<file path="src/rtl/nonce_hash_engine.sv">
// nonce_hash_engine: serial double SHA-256 over a nonce sweep.
// For each nonce it runs the second-block compression from a latched
// midstate and then hashes the resulting 256-bit digest again. Word H0 of
// each final digest lands in its own slot of the answers vector.
module nonce_hash_engine #(
  parameter int unsigned NUM_NONCES = 16
) (
  input  logic                      clk,
  input  logic                      reset_n,
  input  logic                      start,
  input  logic [255:0]              midstate,
  input  logic [95:0]               tail,
  output logic                      busy,
  output logic                      done,
  output logic [32*NUM_NONCES-1:0]  answers
);

  localparam int unsigned NW = (NUM_NONCES > 1) ? $clog2(NUM_NONCES) : 1;
  localparam logic [NW-1:0] LAST_NONCE = NW'(NUM_NONCES - 1);

  localparam logic [2:0] S_IDLE   = 3'd0;
  localparam logic [2:0] S_SETUP1 = 3'd1;
  localparam logic [2:0] S_RND1   = 3'd2;
  localparam logic [2:0] S_FIN1   = 3'd3;
  localparam logic [2:0] S_RND2   = 3'd4;
  localparam logic [2:0] S_FIN2   = 3'd5;
  localparam logic [2:0] S_DONE   = 3'd6;

  localparam logic [31:0] IV [8] = '{
    32'h6a09e667, 32'hbb67ae85, 32'h3c6ef372, 32'ha54ff53a,
    32'h510e527f, 32'h9b05688c, 32'h1f83d9ab, 32'h5be0cd19
  };

  localparam logic [31:0] K_TAB [64] = '{
    32'h428a2f98, 32'h71374491, 32'hb5c0fbcf, 32'he9b5dba5,
    32'h3956c25b, 32'h59f111f1, 32'h923f82a4, 32'hab1c5ed5,
    32'hd807aa98, 32'h12835b01, 32'h243185be, 32'h550c7dc3,
    32'h72be5d74, 32'h80deb1fe, 32'h9bdc06a7, 32'hc19bf174,
    32'he49b69c1, 32'hefbe4786, 32'h0fc19dc6, 32'h240ca1cc,
    32'h2de92c6f, 32'h4a7484aa, 32'h5cb0a9dc, 32'h76f988da,
    32'h983e5152, 32'ha831c66d, 32'hb00327c8, 32'hbf597fc7,
    32'hc6e00bf3, 32'hd5a79147, 32'h06ca6351, 32'h14292967,
    32'h27b70a85, 32'h2e1b2138, 32'h4d2c6dfc, 32'h53380d13,
    32'h650a7354, 32'h766a0abb, 32'h81c2c92e, 32'h92722c85,
    32'ha2bfe8a1, 32'ha81a664b, 32'hc24b8b70, 32'hc76c51a3,
    32'hd192e819, 32'hd6990624, 32'hf40e3585, 32'h106aa070,
    32'h19a4c116, 32'h1e376c08, 32'h2748774c, 32'h34b0bcb5,
    32'h391c0cb3, 32'h4ed8aa4a, 32'h5b9cca4f, 32'h682e6ff3,
    32'h748f82ee, 32'h78a5636f, 32'h84c87814, 32'h8cc70208,
    32'h90befffa, 32'ha4506ceb, 32'hbef9a3f7, 32'hc67178f2
  };

  function automatic logic [31:0] rotr(input logic [31:0] x, input int unsigned n);
    rotr = (x >> n) | (x << (32 - n));
  endfunction

  function automatic logic [31:0] ssig0(input logic [31:0] x);
    ssig0 = rotr(x, 7) ^ rotr(x, 18) ^ (x >> 3);
  endfunction

  function automatic logic [31:0] ssig1(input logic [31:0] x);
    ssig1 = rotr(x, 17) ^ rotr(x, 19) ^ (x >> 10);
  endfunction

  logic [2:0]     state;
  logic [255:0]   mid_q;
  logic [95:0]    tail_q;
  logic [NW-1:0]  nonce_q;
  logic [5:0]     round_q;
  logic [31:0]    a_q, b_q, c_q, d_q, e_q, f_q, g_q, h_q;
  logic [31:0]    w_q [16];

  logic [31:0]    big_s0, big_s1, ch_v, maj_v, t1, t2, w_new;
  logic [31:0]    mid_w [8];
  logic [31:0]    work_w [8];
  logic [31:0]    d1_w [8];

  // One SHA-256 round plus the next schedule word, from the current registers.
  always_comb begin
    big_s1 = rotr(e_q, 6) ^ rotr(e_q, 11) ^ rotr(e_q, 25);
    ch_v   = (e_q & f_q) ^ (~e_q & g_q);
    t1     = h_q + big_s1 + ch_v + K_TAB[round_q] + w_q[0];
    big_s0 = rotr(a_q, 2) ^ rotr(a_q, 13) ^ rotr(a_q, 22);
    maj_v  = (a_q & b_q) ^ (a_q & c_q) ^ (b_q & c_q);
    t2     = big_s0 + maj_v;
    w_new  = ssig1(w_q[14]) + w_q[9] + ssig0(w_q[1]) + w_q[0];
  end

  // First-block digest: latched midstate plus the finished working variables.
  always_comb begin
    work_w = '{a_q, b_q, c_q, d_q, e_q, f_q, g_q, h_q};
    for (int unsigned i = 0; i < 8; i++) begin
      mid_w[i] = mid_q[255 - 32*i -: 32];
      d1_w[i]  = mid_w[i] + work_w[i];
    end
  end

  // Sequencer: handshake, input capture, nonce and round counters.
  always_ff @(posedge clk or negedge reset_n) begin
    if (!reset_n) begin
      state   <= S_IDLE;
      busy    <= 1'b0;
      done    <= 1'b0;
      mid_q   <= '0;
      tail_q  <= '0;
      nonce_q <= '0;
      round_q <= '0;
    end else begin
      done <= 1'b0;
      case (state)
        S_IDLE: begin
          if (start) begin
            mid_q   <= midstate;
            tail_q  <= tail;
            nonce_q <= '0;
            busy    <= 1'b1;
            state   <= S_SETUP1;
          end
        end
        S_SETUP1: begin
          round_q <= '0;
          state   <= S_RND1;
        end
        S_RND1: begin
          round_q <= round_q + 6'd1;
          if (round_q == 6'd63) state <= S_FIN1;
        end
        S_FIN1: begin
          round_q <= '0;
          state   <= S_RND2;
        end
        S_RND2: begin
          round_q <= round_q + 6'd1;
          if (round_q == 6'd63) state <= S_FIN2;
        end
        S_FIN2: begin
          if (nonce_q == LAST_NONCE) begin
            state <= S_DONE;
          end else begin
            nonce_q <= nonce_q + 1'b1;
            state   <= S_SETUP1;
          end
        end
        S_DONE: begin
          done  <= 1'b1;
          busy  <= 1'b0;
          state <= S_IDLE;
        end
        default: state <= S_IDLE;
      endcase
    end
  end

  // Working variables a..h: load per block, then advance one round per cycle.
  always_ff @(posedge clk or negedge reset_n) begin
    if (!reset_n) begin
      a_q <= '0; b_q <= '0; c_q <= '0; d_q <= '0;
      e_q <= '0; f_q <= '0; g_q <= '0; h_q <= '0;
    end else begin
      case (state)
        S_SETUP1: begin
          a_q <= mid_w[0]; b_q <= mid_w[1]; c_q <= mid_w[2]; d_q <= mid_w[3];
          e_q <= mid_w[4]; f_q <= mid_w[5]; g_q <= mid_w[6]; h_q <= mid_w[7];
        end
        S_FIN1: begin
          a_q <= IV[0]; b_q <= IV[1]; c_q <= IV[2]; d_q <= IV[3];
          e_q <= IV[4]; f_q <= IV[5]; g_q <= IV[6]; h_q <= IV[7];
        end
        S_RND1, S_RND2: begin
          h_q <= g_q;
          g_q <= f_q;
          f_q <= e_q;
          e_q <= d_q + t1;
          d_q <= c_q;
          c_q <= b_q;
          b_q <= a_q;
          a_q <= t1 + t2;
        end
        default: ;
      endcase
    end
  end

  // Message schedule. The window shifts down each round so w_q[0] is always
  // W[round]; equivalent to indexing a circular buffer by round mod 16.
  always_ff @(posedge clk or negedge reset_n) begin
    if (!reset_n) begin
      for (int unsigned i = 0; i < 16; i++) w_q[i] <= '0;
    end else begin
      case (state)
        S_SETUP1: begin
          w_q[0] <= tail_q[95:64];
          w_q[1] <= tail_q[63:32];
          w_q[2] <= tail_q[31:0];
          w_q[3] <= 32'(nonce_q);
          w_q[4] <= 32'h80000000;
          for (int unsigned i = 5; i < 15; i++) w_q[i] <= '0;
          w_q[15] <= 32'd640;
        end
        S_FIN1: begin
          for (int unsigned i = 0; i < 8; i++) w_q[i] <= d1_w[i];
          w_q[8] <= 32'h80000000;
          for (int unsigned i = 9; i < 15; i++) w_q[i] <= '0;
          w_q[15] <= 32'd256;
        end
        S_RND1, S_RND2: begin
          for (int unsigned i = 0; i < 15; i++) w_q[i] <= w_q[i+1];
          w_q[15] <= w_new;
        end
        default: ;
      endcase
    end
  end

  // Answer slots: each written only in its own nonce's final cycle.
  always_ff @(posedge clk or negedge reset_n) begin
    if (!reset_n) begin
      answers <= '0;
    end else if (state == S_FIN2) begin
      answers[{nonce_q, 5'd0} +: 32] <= IV[0] + a_q;
    end
  end

endmodule

</file>
<file path="config.mk">
export PLATFORM = sky130hd
export DESIGN_NAME = nonce_hash_engine
export DESIGN_NICKNAME = d
export VERILOG_FILES = /design/src/rtl/nonce_hash_engine.sv
export SDC_FILE = /design/constraint.sdc
export NUM_CORES = 2
export LEC_CHECK = 0
export ABC_CLOCK_PERIOD_IN_PS = 11350
export CELL_PAD_IN_SITES_DETAIL_PLACEMENT = 1
export CELL_PAD_IN_SITES_GLOBAL_PLACEMENT = 1
export CORE_ASPECT_RATIO = 0.6
export CORE_MARGIN = 2
export CORE_UTILIZATION = 29
export DETAILED_ROUTE_END_ITERATION = 7
export PLACE_DENSITY_LB_ADDON = 0.1
export SETUP_SLACK_MARGIN = 0.4
export SYNTH_ARGS = -nofsm -noshare
export SYNTH_HDL_FRONTEND = slang
export SYNTH_SLANG_ARGS = --single-unit
</file>
<file path="constraint.sdc">
create_clock -name clk -period 11.35 [get_ports clk]
set_clock_uncertainty 0.1 [all_clocks]
set_input_delay 2.27 -clock clk [delete_from_list [all_inputs] [get_ports clk]]
set_output_delay 2.27 -clock clk [all_outputs]
set_load 0.005 [all_outputs]
</file>
Word-level counts from Yosys, hierarchy flattened
Memories as Yosys holds them, arrays and structs flattened.
Index checks and enable logic that the tools add are counted.
{"block": "totals", "regBits": 1647, "mem_bits_ro": 2048, "output_inout_bits": 514, "word_cells": 133, "n_memories": 1}
{"block": "op_classes", "add_sub_neg": 22, "order_cmp": 1, "eq_ne": 12, "shifts": 2, "mux": 24, "bitwise_logic": 28, "n_reduce_logical": 11}
{"memory": "(no name shown)", "words": 64, "width": 32, "rd": 1, "rd_ports_with_merged_regs": 0, "write_ports": 0, "line_no": "82", "source": "t1 = h_q + big_s1 + ch_v + K_TAB[round_q] + w_q[0];"}
{"cell": "one-hot mux 512 bit (3 select lines)", "count": 1}
{"cell": "one-hot mux 32 bit (3 select lines)", "count": 8}
{"cell": "adder 32 bit", "count": 18}
{"cell": "bitwise mux 512 bit", "count": 1}
{"cell": "variable shift 32 x 11 -> 512 bit (first input constant)", "count": 1}
{"cell": "variable part select 32 x 11 -> 512 bit", "count": 1}
{"cell": "XOR 32 bit", "count": 9}
{"cell": "AND 32 bit", "count": 5}
{"cell": "two-way mux 32 bit", "count": 2}
{"cell": "adder 31 x 32 -> 32 bit (first input constant)", "count": 1}
{"cell": "NOT 32 bit", "count": 1}
{"cell": "bitwise OR 10 x 32 -> 32 bit", "count": 1}
{"cell": "bitwise OR 13 x 32 -> 32 bit", "count": 1}
{"cell": "bitwise OR 14 x 32 -> 32 bit", "count": 1}
{"cell": "bitwise OR 15 x 32 -> 32 bit", "count": 1}
{"cell": "bitwise OR 19 x 32 -> 32 bit", "count": 1}
{"cell": "bitwise OR 21 x 32 -> 32 bit", "count": 1}
{"cell": "bitwise OR 25 x 32 -> 32 bit", "count": 1}
{"cell": "bitwise OR 26 x 32 -> 32 bit", "count": 1}
{"cell": "bitwise OR 30 x 32 -> 32 bit", "count": 1}
{"cell": "bitwise OR 7 x 32 -> 32 bit", "count": 1}
{"cell": "XOR 32 x 22 -> 32 bit", "count": 1}
{"cell": "XOR 32 x 29 -> 32 bit", "count": 1}
{"cell": "one-hot mux 3 bit (6 select lines)", "count": 1}
{"cell": "23 further kinds", "count": 39}

Logic depth before layout (Yosys ltp)
{"block": "depth", "ltp_word": 9, "ltp_mapped": 37}

Least setup slack after synthesis
No wires, ideal clock.
{"block": "synth_timing", "path_kind": "flip-flop to flip-flop", "start": "register round_q[2]", "end": "register a_q[31]", "setup_ns": 0.083, "arrival_ns": 7.767, "setup_slack_ns": 3.400, "path_stages_with_launch": 36, "n_path_buf": 3, "synth_period_minus_slack_ns": 7.950, "path_cell_list": "dfrtp_1 > clkbuf_1 > inv_1 > clkbuf_1 > buf_1 > ha_1 > or3_1 > o21ai_0 > mux4_2 > fa_1 > inv_1 > ha_1 > fa_1 > a211oi_1 > nor2_1 > o21a_1 > a21oi_1 > o21ai_0 > a21o_1 > a21o_1 > xor2_1 > inv_1 > fa_1 > inv_1 > ha_1 > and4_1 > a31oi_1 > o21ai_0 > o21bai_1 > a21oi_2 > nand2b_1 > a31oi_1 > a21o_1 > a21oi_1 > xnor3_1 > o21ai_0"}
{"block": "synth_via", "elab_chain_len": 8}
{"item": "start, declared", "line_no": "69", "source": "logic [5:0] round_q;"}
{"item": "start signal, assigned", "line_no": "125", "source": "round_q <= round_q + 6'd1;"}
{"item": "start signal, assigned", "line_no": "133", "source": "round_q <= round_q + 6'd1;"}
{"item": "NOT 6 -> 7 bit (not written as such)", "line_no": "82"}
{"item": "memory (64 x 32 bit)"}
{"item": "two-way mux 32 bit (not written as such) (2 in series)", "line_no": "82"}
{"item": "adder 32 bit (2 in series)", "line_no": "82"}
{"item": "adder 32 bit", "line_no": "177", "source": "a_q <= t1 + t2;"}
{"item": "one-hot mux 32 bit (3 select lines)", "line_no": "160", "source": "case (state)"}
{"item": "end signal, assigned", "line_no": "162", "source": "a_q <= mid_w[0]; b_q <= mid_w[1]; c_q <= mid_w[2]; d_q <= mid_w[3];"}
{"item": "end signal, assigned", "line_no": "166", "source": "a_q <= IV[0]; b_q <= IV[1]; c_q <= IV[2]; d_q <= IV[3];"}
{"item": "end signal, assigned", "line_no": "177"}
{"item": "end, declared", "line_no": "70", "source": "logic [31:0] a_q, b_q, c_q, d_q, e_q, f_q, g_q, h_q;"}
No other way between the ends. The select of a mux whose other input is x is not followed.
A chain may end at the register's enable or synchronous reset.

Worst setup path in the final report
{"block": "layout_timing", "start": "register round_q[1]", "end": "register e_q[25]"}
{"block": "layout_via", "elab_chain_len": 8}
{"item": "NOT 6 -> 7 bit (not written as such)", "line_no": "82"}
{"item": "memory (64 x 32 bit)"}
{"item": "two-way mux 32 bit (not written as such) (2 in series)", "line_no": "82"}
{"item": "adder 32 bit (2 in series)", "line_no": "82"}
{"item": "adder 32 bit", "line_no": "173", "source": "e_q <= d_q + t1;"}
{"item": "one-hot mux 32 bit (3 select lines)", "line_no": "160"}
{"item": "end signal, assigned", "line_no": "163", "source": "e_q <= mid_w[4]; f_q <= mid_w[5]; g_q <= mid_w[6]; h_q <= mid_w[7];"}
{"item": "end signal, assigned", "line_no": "167", "source": "e_q <= IV[4]; f_q <= IV[5]; g_q <= IV[6]; h_q <= IV[7];"}
{"item": "end signal, assigned", "line_no": "173"}
{"item": "end, declared", "line_no": "70"}
No other way between the ends. The select of a mux whose other input is x is not followed.

==> metrics.yaml <==
grt_usage_pct: 33.1
fillCellCount: 39300
multi_input_area_mm2: 0.0547
min-delay-start: "w_q[103]"
drive_gt1_share_pct: 6.26
postSynth.asyncResetShare_pct: 100
path_delay_family: "compound AO/OA/AOI/OAI gates"
rrSetupSlack_ns: 1.51
cts_made_buffers: 191
final_antenna_net_count: 0
crit_arrival_ns: 10.44
crit_fanout: 13
cts_tree: "done"
yosysTopAreaCell: "dfrtp_1"
io_pins: 869
rr_worst_depth: 31
setup_viol: 0
layout_common_cells: "2197 x nand2_1, 1641 x dfrtp_1, 1176 x o21ai_0"
dp_slack_ns: 1.81
dr.pass1.iters: 6
violations: "max-capacitance violations, max-slew violations"
final_common_cell: "nand2_1"
post_cts_buffers: 0
hold_path_end: "w_q[135]"
r2r-end: "e_q[25]"
clock_latency_ns: 0.94
setup-tns-final_ns: 0
dp.cells: 16200
wl_met3_mm: 61.1
clock_path_buffers: 4
wl_met1_mm: 294
die_h_um: 460
place_congestion: 0.980
ys_types: 101
setup_ws_ns: 1.51
post-route-period-util_pct: 86.7
relSlewSlack_pct: -8.55
layout_min_cycle_time_ns: 9.84
grt_max_degree: 161
post-dp-hpwl_mm: 462
syn_to_final_growth_pct: 20.4
holdPathStages: 1
grt_pass1_vias: 93800
min-delay-path-class: "register to register"
cp.required_ns: 11.95
ys_warn_count: 0
cp_slowest_stage_delay_ns: 1.03
place_area_mm2: 0.114
p_per_area_mw_per_mm2: 107
cap_viol_max_count: 3
final_area_mm2: 0.121
synth_edf_count: 0
tightest_slew_ns: 1.62
die_x_um: 764
rows: 167
cts.htree.levels: 4
ctsHoldBuffers: 0
status: "finished, violations left"
synth.avg_cell_area_um2: 8.91
dieArea_mm2: 0.352
yosysSeqAreaShare_pct: 41.0
nets: 12700
rsz0062_at_grt: "false"
root_buffer: "clkbuf_16"
timing_max_transition_violations_final: 6
seq_area_mm2: 0.0412
antenna_found_initial: 110
wl_met2_mm: 230
synthTopCellsByArea: "dfrtp_1 41%, nand2_1 8.3%, o21ai_0 5.9%"
synth_seq_cells: 1647
clkTransAtPathRegs_ns: 0.07
grt_pass1_wl_mm: 815
synth_area_mm2: 0.101
syn_inst: 11300
cp_slowest_cell: "o21ai_0"
worstSetupEndpointType: "register"
path_buf_inv: 3
cts-resized-gates: 0
max_freq_mhz: 102
coreArea_mm2: 0.345
start_util_pct: 29.1
cts.sinks: 1647
start_kind: "register"
wl_per_cell_um: 36.1
yosys_most_used_dff: "dfrtp_1"
fin_cells: 16600
drt-total-wl_mm: 600
num_vias: 96000
viasPerCell: 5.77
hold_viol_final: 0
grt-ovfl-total: 0
regToRegStartpoint: "round_q[1]"
dr.max_layer_used: "met5"
numPortBuffers: 868
p_leak_nw: 55.9
path_class: "register to register"
syn_nets: 12200
drt_iter0_drc: 11300
drc: 0
synth_top_area_share_pct: 41.0
cp_common_cell: "o21ai_0"
vdd_drop_max_mv: 0.128
cp-startpoint: "round_q[1]"
-- state kept, by name (all words and copies together), names as in the netlist --
name / count
c_q: 32
nonce_q: 4
e_q: 32
b_q: 32
round_q: 6
a_q: 32
done: 1
d_q: 32
w_q: 512
g_q: 32
answers: 512
f_q: 32
state: 3
busy: 1
tail_q: 96
mid_q: 256
h_q: 32
-- layer usage --
| metal | GRT usage (%) | vias up |
|---|---|---|
| met5 | 0 | - |
| met4 | 7.82 | 36 |
| met3 | 10.0 | 586 |
| met2 | 43.6 | 4061 |
| met1 | 51.6 | 50500 |
| li1 | - | 40900 |
-- kinds of logic after synthesis --
kind of cell,synth area share [%]
AO/OA/AOI/OAI,23.8
buffers and inverters,4.90
multiplexers,3.00
flip-flops,41.0
adder cells (fa/ha/maj),8.95
AND/OR/NAND/NOR,13.0
XOR/XNOR,5.30
-- worst register-to-register path, delay by kind of cell (launching register included) --
kind	cells	cell delay, ns
simple gates	6	1.19
compound gates	14	4.10
fa+ha+maj	5	2.38
mux	1	0.59
buf+inv	3	0.33
flops	1	0.40
xor+xnor	2	0.58
-- worst max path at each step --
stage / endpoint / slack [ns] / cells after the start
after floorplan: a_q[31] / 3.40 / 35
after global placement: e_q[25] / 1.97 / 31
after detailed placement: e_q[25] / 1.81 / 31
after CTS: e_q[25] / 1.84 / 31
after global routing: e_q[25] / 1.41 / 31
final: e_q[25] / 1.51 / 31
-- cells in the mapped netlist (16+ instances only) --
master	instances
a221oi_1	43
a21oi_1	572
a31oi_1	64
nand2b_1	141
inv_1	489
o211ai_1	36
mux2_2	48
a211oi_1	80
a2111oi_0	16
a22o_1	399
or3_1	26
a21boi_0	20
nor2_1	343
xor2_1	241
or2_2	20
o21a_1	59
ha_1	398
a21o_1	206
nor3_1	102
o31ai_1	39
fa_1	195
o22ai_1	281
mux2i_1	238
o21ai_1	45
o221ai_1	124
a22oi_1	263
xnor2_1	353
and3_1	33
clkbuf_1	700
nand4_1	27
nor2b_1	60
nand3_1	107
buf_1	107
nand2_1	2218
o21bai_1	60
o21ai_0	1176
dfrtp_1	1647
and2_1	18
a222oi_1	41
-- report_power, final --
part	switching, mW	internal (mW)
clock network	2.93	3.85
registers	0	5.87
logic	0.151	0.116
total	3.08	9.84
-- per-stage QoR --
| step | total power, mW | hold slack, ns | utilization [%] |
|---|---|---|---|
| 6_report | 12.9 | 0.372 | 35.1 |
| 5_1_grt | 13.3 | 0.399 | 35.1 |
| 4_1_cts | 13.0 | 0.372 | 35.1 |
| 3_5_place_dp | 6.26 | 0.369 | 33.2 |
| 3_3_place_gp | 6.25 | 0.358 | 33.2 |
| 2_1_floorplan | 5.98 | 0.338 | - |
-- final cells by class --
class | count | share of cell area, %
multi-input cells | 8326 | 45.1
diodes | 36 | 0.0744
flip-flops and latches | 1647 | 34.1
repair buffers | 1137 | 9.03
well taps | 4647 | 4.80
clock inverters | 84 | 0.935
clock buffers | 256 | 4.41
inverters | 492 | 1.54
Note: power is estimated with default switching activity, not from simulation.
